### src/rtl/adc_sample_filter.sv
// Boxcar moving average over 2^LOG2_DEPTH XADC codes with a hysteresis alarm.
// One-cycle latency from the sample strobe to avg_out/alarm_out; no backpressure.
module adc_sample_filter #(
  parameter int          LOG2_DEPTH = 3,
  parameter logic [11:0] HI_THRESH  = 12'hC00,
  parameter logic [11:0] LO_THRESH  = 12'hA00
) (
  input  logic        dclk_in,
  input  logic        reset_in,
  input  logic [15:0] sample_in,
  input  logic        sample_valid_in,
  input  logic        clear_in,
  output logic [11:0] avg_out,
  output logic        avg_valid_out,
  output logic        alarm_out,
  output logic [15:0] sample_count_out,
  output logic        dropped_out
);

  localparam int DEPTH = 1 << LOG2_DEPTH;
  localparam int SW    = 12 + LOG2_DEPTH;

  typedef enum logic [1:0] {FLUSH, PRIME, RUN} state_t;

  state_t                state, state_nxt;
  logic [LOG2_DEPTH-1:0] wr_ptr;
  logic [LOG2_DEPTH-1:0] fill;
  logic [SW-1:0]         sum;
  logic [SW-1:0]         next_sum;
  logic [11:0]           sample_buf [DEPTH];
  logic [11:0]           code;
  logic [11:0]           new_avg;
  logic                  accept;
  logic                  last_fill;
  logic                  avg_upd;
  logic                  alarm_nxt;
  logic                  unused_lsbs;

  assign code        = sample_in[15:4];
  assign unused_lsbs = ^sample_in[3:0];
  assign accept      = sample_valid_in && !clear_in && (state != FLUSH);
  assign last_fill   = (fill == LOG2_DEPTH'(DEPTH - 1));
  // Oldest entry leaves the window as the new code enters it.
  assign next_sum    = sum + SW'(code) - SW'(sample_buf[wr_ptr]);
  assign new_avg     = next_sum[SW-1:LOG2_DEPTH];

  always_comb begin
    state_nxt = state;
    avg_upd   = 1'b0;
    if (clear_in) begin
      state_nxt = FLUSH;
    end else begin
      case (state)
        FLUSH: if (wr_ptr == LOG2_DEPTH'(DEPTH - 1)) state_nxt = PRIME;
        PRIME: if (accept && last_fill) begin
          state_nxt = RUN;
          avg_upd   = 1'b1;
        end
        RUN:   avg_upd = accept;
        default: state_nxt = FLUSH;
      endcase
    end
  end

  always_comb begin
    alarm_nxt = alarm_out;
    if (!alarm_out && (new_avg >= HI_THRESH))
      alarm_nxt = 1'b1;
    else if (alarm_out && (new_avg <= LO_THRESH))
      alarm_nxt = 1'b0;
  end

  always_ff @(posedge dclk_in) begin
    if (reset_in) begin
      state            <= FLUSH;
      wr_ptr           <= '0;
      fill             <= '0;
      sum              <= '0;
      avg_out          <= '0;
      avg_valid_out    <= 1'b0;
      alarm_out        <= 1'b0;
      sample_count_out <= '0;
      dropped_out      <= 1'b0;
    end else begin
      state         <= state_nxt;
      avg_valid_out <= avg_upd;
      dropped_out   <= sample_valid_in && (clear_in || (state == FLUSH));
      if (clear_in) begin
        wr_ptr           <= '0;
        fill             <= '0;
        sum              <= '0;
        avg_out          <= '0;
        alarm_out        <= 1'b0;
        sample_count_out <= '0;
      end else if (state == FLUSH) begin
        wr_ptr <= wr_ptr + 1'b1;
      end else if (accept) begin
        sum    <= next_sum;
        wr_ptr <= wr_ptr + 1'b1;
        if (state == PRIME)
          fill <= last_fill ? '0 : fill + 1'b1;
        if (sample_count_out != 16'hFFFF)
          sample_count_out <= sample_count_out + 16'd1;
        if (avg_upd) begin
          avg_out   <= new_avg;
          alarm_out <= alarm_nxt;
        end
      end
    end
  end

  // Window storage has no reset; FLUSH zeroes every entry before use.
  always_ff @(posedge dclk_in) begin
    if (!reset_in) begin
      if (state == FLUSH)
        sample_buf[wr_ptr] <= '0;
      else if (accept)
        sample_buf[wr_ptr] <= code;
    end
  end

endmodule

### config.mk
export PLATFORM = sky130hd
export DESIGN_NAME = adc_sample_filter
export DESIGN_NICKNAME = d
export VERILOG_FILES = /design/src/rtl/adc_sample_filter.sv
export SDC_FILE = /design/constraint.sdc
export NUM_CORES = 1
export LEC_CHECK = 0
export BUFFER_PORTS_ARGS = -buffer_cell sky130_fd_sc_hd__buf_2
export CORE_MARGIN = 2
export CORE_UTILIZATION = 65
export DETAILED_ROUTE_END_ITERATION = 6
export PLACE_DENSITY = 0.89
export REMOVE_ABC_BUFFERS = 1
export SETUP_SLACK_MARGIN = 0.02
export SKIP_LAST_GASP = 1
export SLEW_MARGIN = 20
export SYNTH_ARGS = -nofsm -noshare
export SYNTH_HDL_FRONTEND = slang
export SYNTH_SLANG_ARGS = --single-unit
### constraint.sdc
create_clock -name dclk_in -period 9.6 [get_ports dclk_in]
set_input_delay 0.96 -clock dclk_in [delete_from_list [all_inputs] [get_ports dclk_in]]
set_output_delay 0.96 -clock dclk_in [all_outputs]
set_load 0.01 [all_outputs]
==> results.cfg <==
[power_and_ir_drop]
pwr-share-seq_pct = 46.8
p_leak_nw = 3.10
internal-power_mw = 1.16
irDropWorstVdd_mv = 0.129
power_mw = 1.50
switchingPower_mw = 0.341
pwr-share-comb_pct = 11.3
sw_frac_of_total_pct = 22.8
p_per_area_nw_per_um2 = 184
power.share.clock_pct = 41.9

[placed_design]
dp.final_hpwl_mm = 9.96
place.gp.congestion = 0.869
dp_slack_ns = 5.25
io_buffers = 46
place_area_um2 = 7580

[critical_path]
cp.required_ns = 10.02
crit_slowest_cell = mux4_2
cp_max_fo = 24
end_kind = flop
crit_chain = buf_4 > mux4_2 > mux2_2 > fa_1 > inv_1 > ha_1 > a211oi_1 > o21ai_0 > a2111oi_2 > o21ba_2 > o22ai_1 > o2111ai_1 > nand3_1
worstSetupPathType = reg -> reg
worstPathArrival_ns = 4.82
cp-start-kind = flop
cp_slowest_stage_delay_ns = 0.56

[clocking]
cts_tree = yes
ctsHtreeMaxLevel = 4
path_clk_slew_ns = 0.06
postCtsSetupBuffers = 0
cts_num_sinks = 153
ctsHoldBuffers = 0
worst_skew_pair.late_latency_ns = 0.53
cts_root_buf = clkbuf_8
postCtsResizedCells = 0
numCtsBuffers = 17
clock_tree.buffer_depth = 2

[drt]
drt_wl_total_mm = 15.3
ant_nets = 0
dr.pass1.iters = 6
drt-initial-drc-count = 371
vias_per_cell = 6.13
vias = 4851
avgRoutedWirePerCell_um = 19.3
drc = 0

[grt]
grt_pass1_vias = 4968
grt_pass1_wl_mm = 24.5
grt_max_degree = 54
grt_antenna_before_repair = 0
track_usage_pct = 27.9
overflow = 0

[finish]
fill_cells = 624
area_growth_syn_to_layout_pct = 13.5
fin_area_um2 = 8150
diodes = 0
final_nets = 696
drive_gt1_share_pct = 19.8
layout_commonest_cell = edfxtp_1
final_cell_mix = edfxtp_1 (96), dfxtp_1 (57), inv_1 (55)

[synthesis]
syn_area_um2 = 7190
yosys_register_bits = 153
postSynthCellCount = 592
synth_edf_count = 96
yosysWarnings = 0
avgSynthCellArea_um2 = 12.1
synth-main-ff-cell = edfxtp_1
synth.distinct_cells = 58
synth-seq-area-share_pct = 56.0
ys_async_sr_fraction_pct = 0

[timing]
period_minus_slack_ns = 4.40
relSlewSlack_pct = 27.7
max_freq_mhz = 227
rsz0062_at_grt = no
setup_ws_ns = 5.20
tns_ns = 0
hold_viol = 0
clock_skew_ns = 0.00553
drv_slew = 0
worst_slew_pin_slew_ns = 1.08
period_share_pct = 45.9
holdWs_ns = 0.451
finalSetupViolations = 0

[die]
dieWidth_um = 109
fp-row-count = 38
die_area_um2 = 11900
fp.dieH_um = 109
core_um2 = 10800
ioPinCount = 51
initial_core_util_pct = 66.6

[outcome]
outcome = finished, final reports clean

[hold_path]
hold_path_class = reg -> reg

[flow_run]
drv_cap = 0
==> worst max-delay path, delay by kind of cell (launching register included) <==
kind	cells	cell delay, ns
adder cells (fa/ha/maj)	2	0.86
buffers and inverters	2	0.48
AND/OR/NAND/NOR	1	0.09
flip-flops	1	0.31
AO/OA/AOI/OAI	6	1.65
multiplexers	2	0.89
==> power by group through the flow <==
stage / registers, mW / logic [mW] / clock network [mW]
global route: 0.701 / 0.188 / 0.658
finish: 0.701 / 0.169 / 0.627
CTS: 0.701 / 0.167 / 0.634
detailed placement: 0.714 / 0.163 / 0
floorplan: 0.717 / 0.120 / 0
global placement: 0.714 / 0.159 / 0
==> metrics by stage <==
stage | std cells | util, %
6_report | 792 | 75.6
5_1_grt | 792 | 75.6
4_1_cts | 791 | 75.4
3_5_place_dp | 761 | 70.3
3_3_place_gp | 761 | 70.3
2_1_floorplan | 567 | -
==> per-layer routing <==
layer / vias to the layer above / share of wire [%] / GRT usage [%]
met5: - / 0 / 0
met4: 0 / 3.6 / 13.9
met3: 44 / 5.2 / 6.93
met2: 172 / 51 / 46.9
met1: 2396 / 40 / 33.4
li1: 2239 / - / -
==> path summary, 6_finish.rpt <==
path	from	slack, ns	depth (start not counted)	end
hold reg to reg	avg_out[7]$_SDFFE_PP0P_	0.45	2	avg_out[7]$_SDFFE_PP0P_
hold / removal	avg_out[7]$_SDFFE_PP0P_	0.45	2	avg_out[7]$_SDFFE_PP0P_
setup reg to reg	flop	5.20	13	alarm_out$_SDFFE_PP0P_
setup / recovery	flop	5.20	13	alarm_out$_SDFFE_PP0P_
==> state kept, by name, indices dropped and copies added (netlist names), named ones only <==
| register | count |
|---|---|
| wr_ptr | 3 |
| dropped_out | 1 |
| sample_count_out | 16 |
| avg_valid_out | 1 |
| avg_out | 12 |
| fill | 3 |
| sum | 15 |
| state | 2 |
| sample_buf | 96 |
| alarm_out | 1 |
==> area by class of cell <==
cell class,instances,area (um^2),area share [%]
flip-flops and latches,153,4020,49.3
clock buffers,20,425,5.22
multi-input cells,359,2890,35.5
clock inverters,10,129,1.58
inverters,55,206,2.53
well taps,140,175,2.15
repair buffers,55,302,3.70
==> synthesized netlist by cell type (2+ instances only) <==
master     count  area [um^2]
a2111oi_2      2         30.0
a211o_1        2         17.5
a211oi_1      11         82.6
a21o_1         2         15.0
a21oi_1       39          195
a311oi_1       2         17.5
and2_1         3         18.8
and3_1         4         25.0
buf_2          3         15.0
clkbuf_1      21         78.8
dfxtp_1       57         1140
edfxtp_1      96         2880
fa_1          12          240
ha_1          23          288
inv_1         55          206
mux2_2        11          124
mux2i_1        6         60.1
mux4_2        24          541
nand2_1       49          184
nand3_1       22          110
nand4_1        2         12.5
nor2_1        52          195
nor2b_1        3         18.8
nor3_1        19         95.1
nor3b_1        2         15.0
nor4_1         2         12.5
o211ai_1       2         15.0
o21a_1         2         15.0
o21ai_0        8         40.0
o31ai_1        3         22.5
or2_2          4         25.0
or3_1          4         25.0
xnor2_1        8         70.1
xor2_1        13          114
==> cells by family after synthesis <==
group	synth area share [%]
AND/OR/NAND/NOR	11.6
XOR/XNOR	2.56
buffers and inverters	4.23
flip-flops	56.0
AO/OA/AOI/OAI	8.13
multiplexers	10.1
adder cells (fa/ha/maj)	7.35
Power figures use the tool's default switching activity.
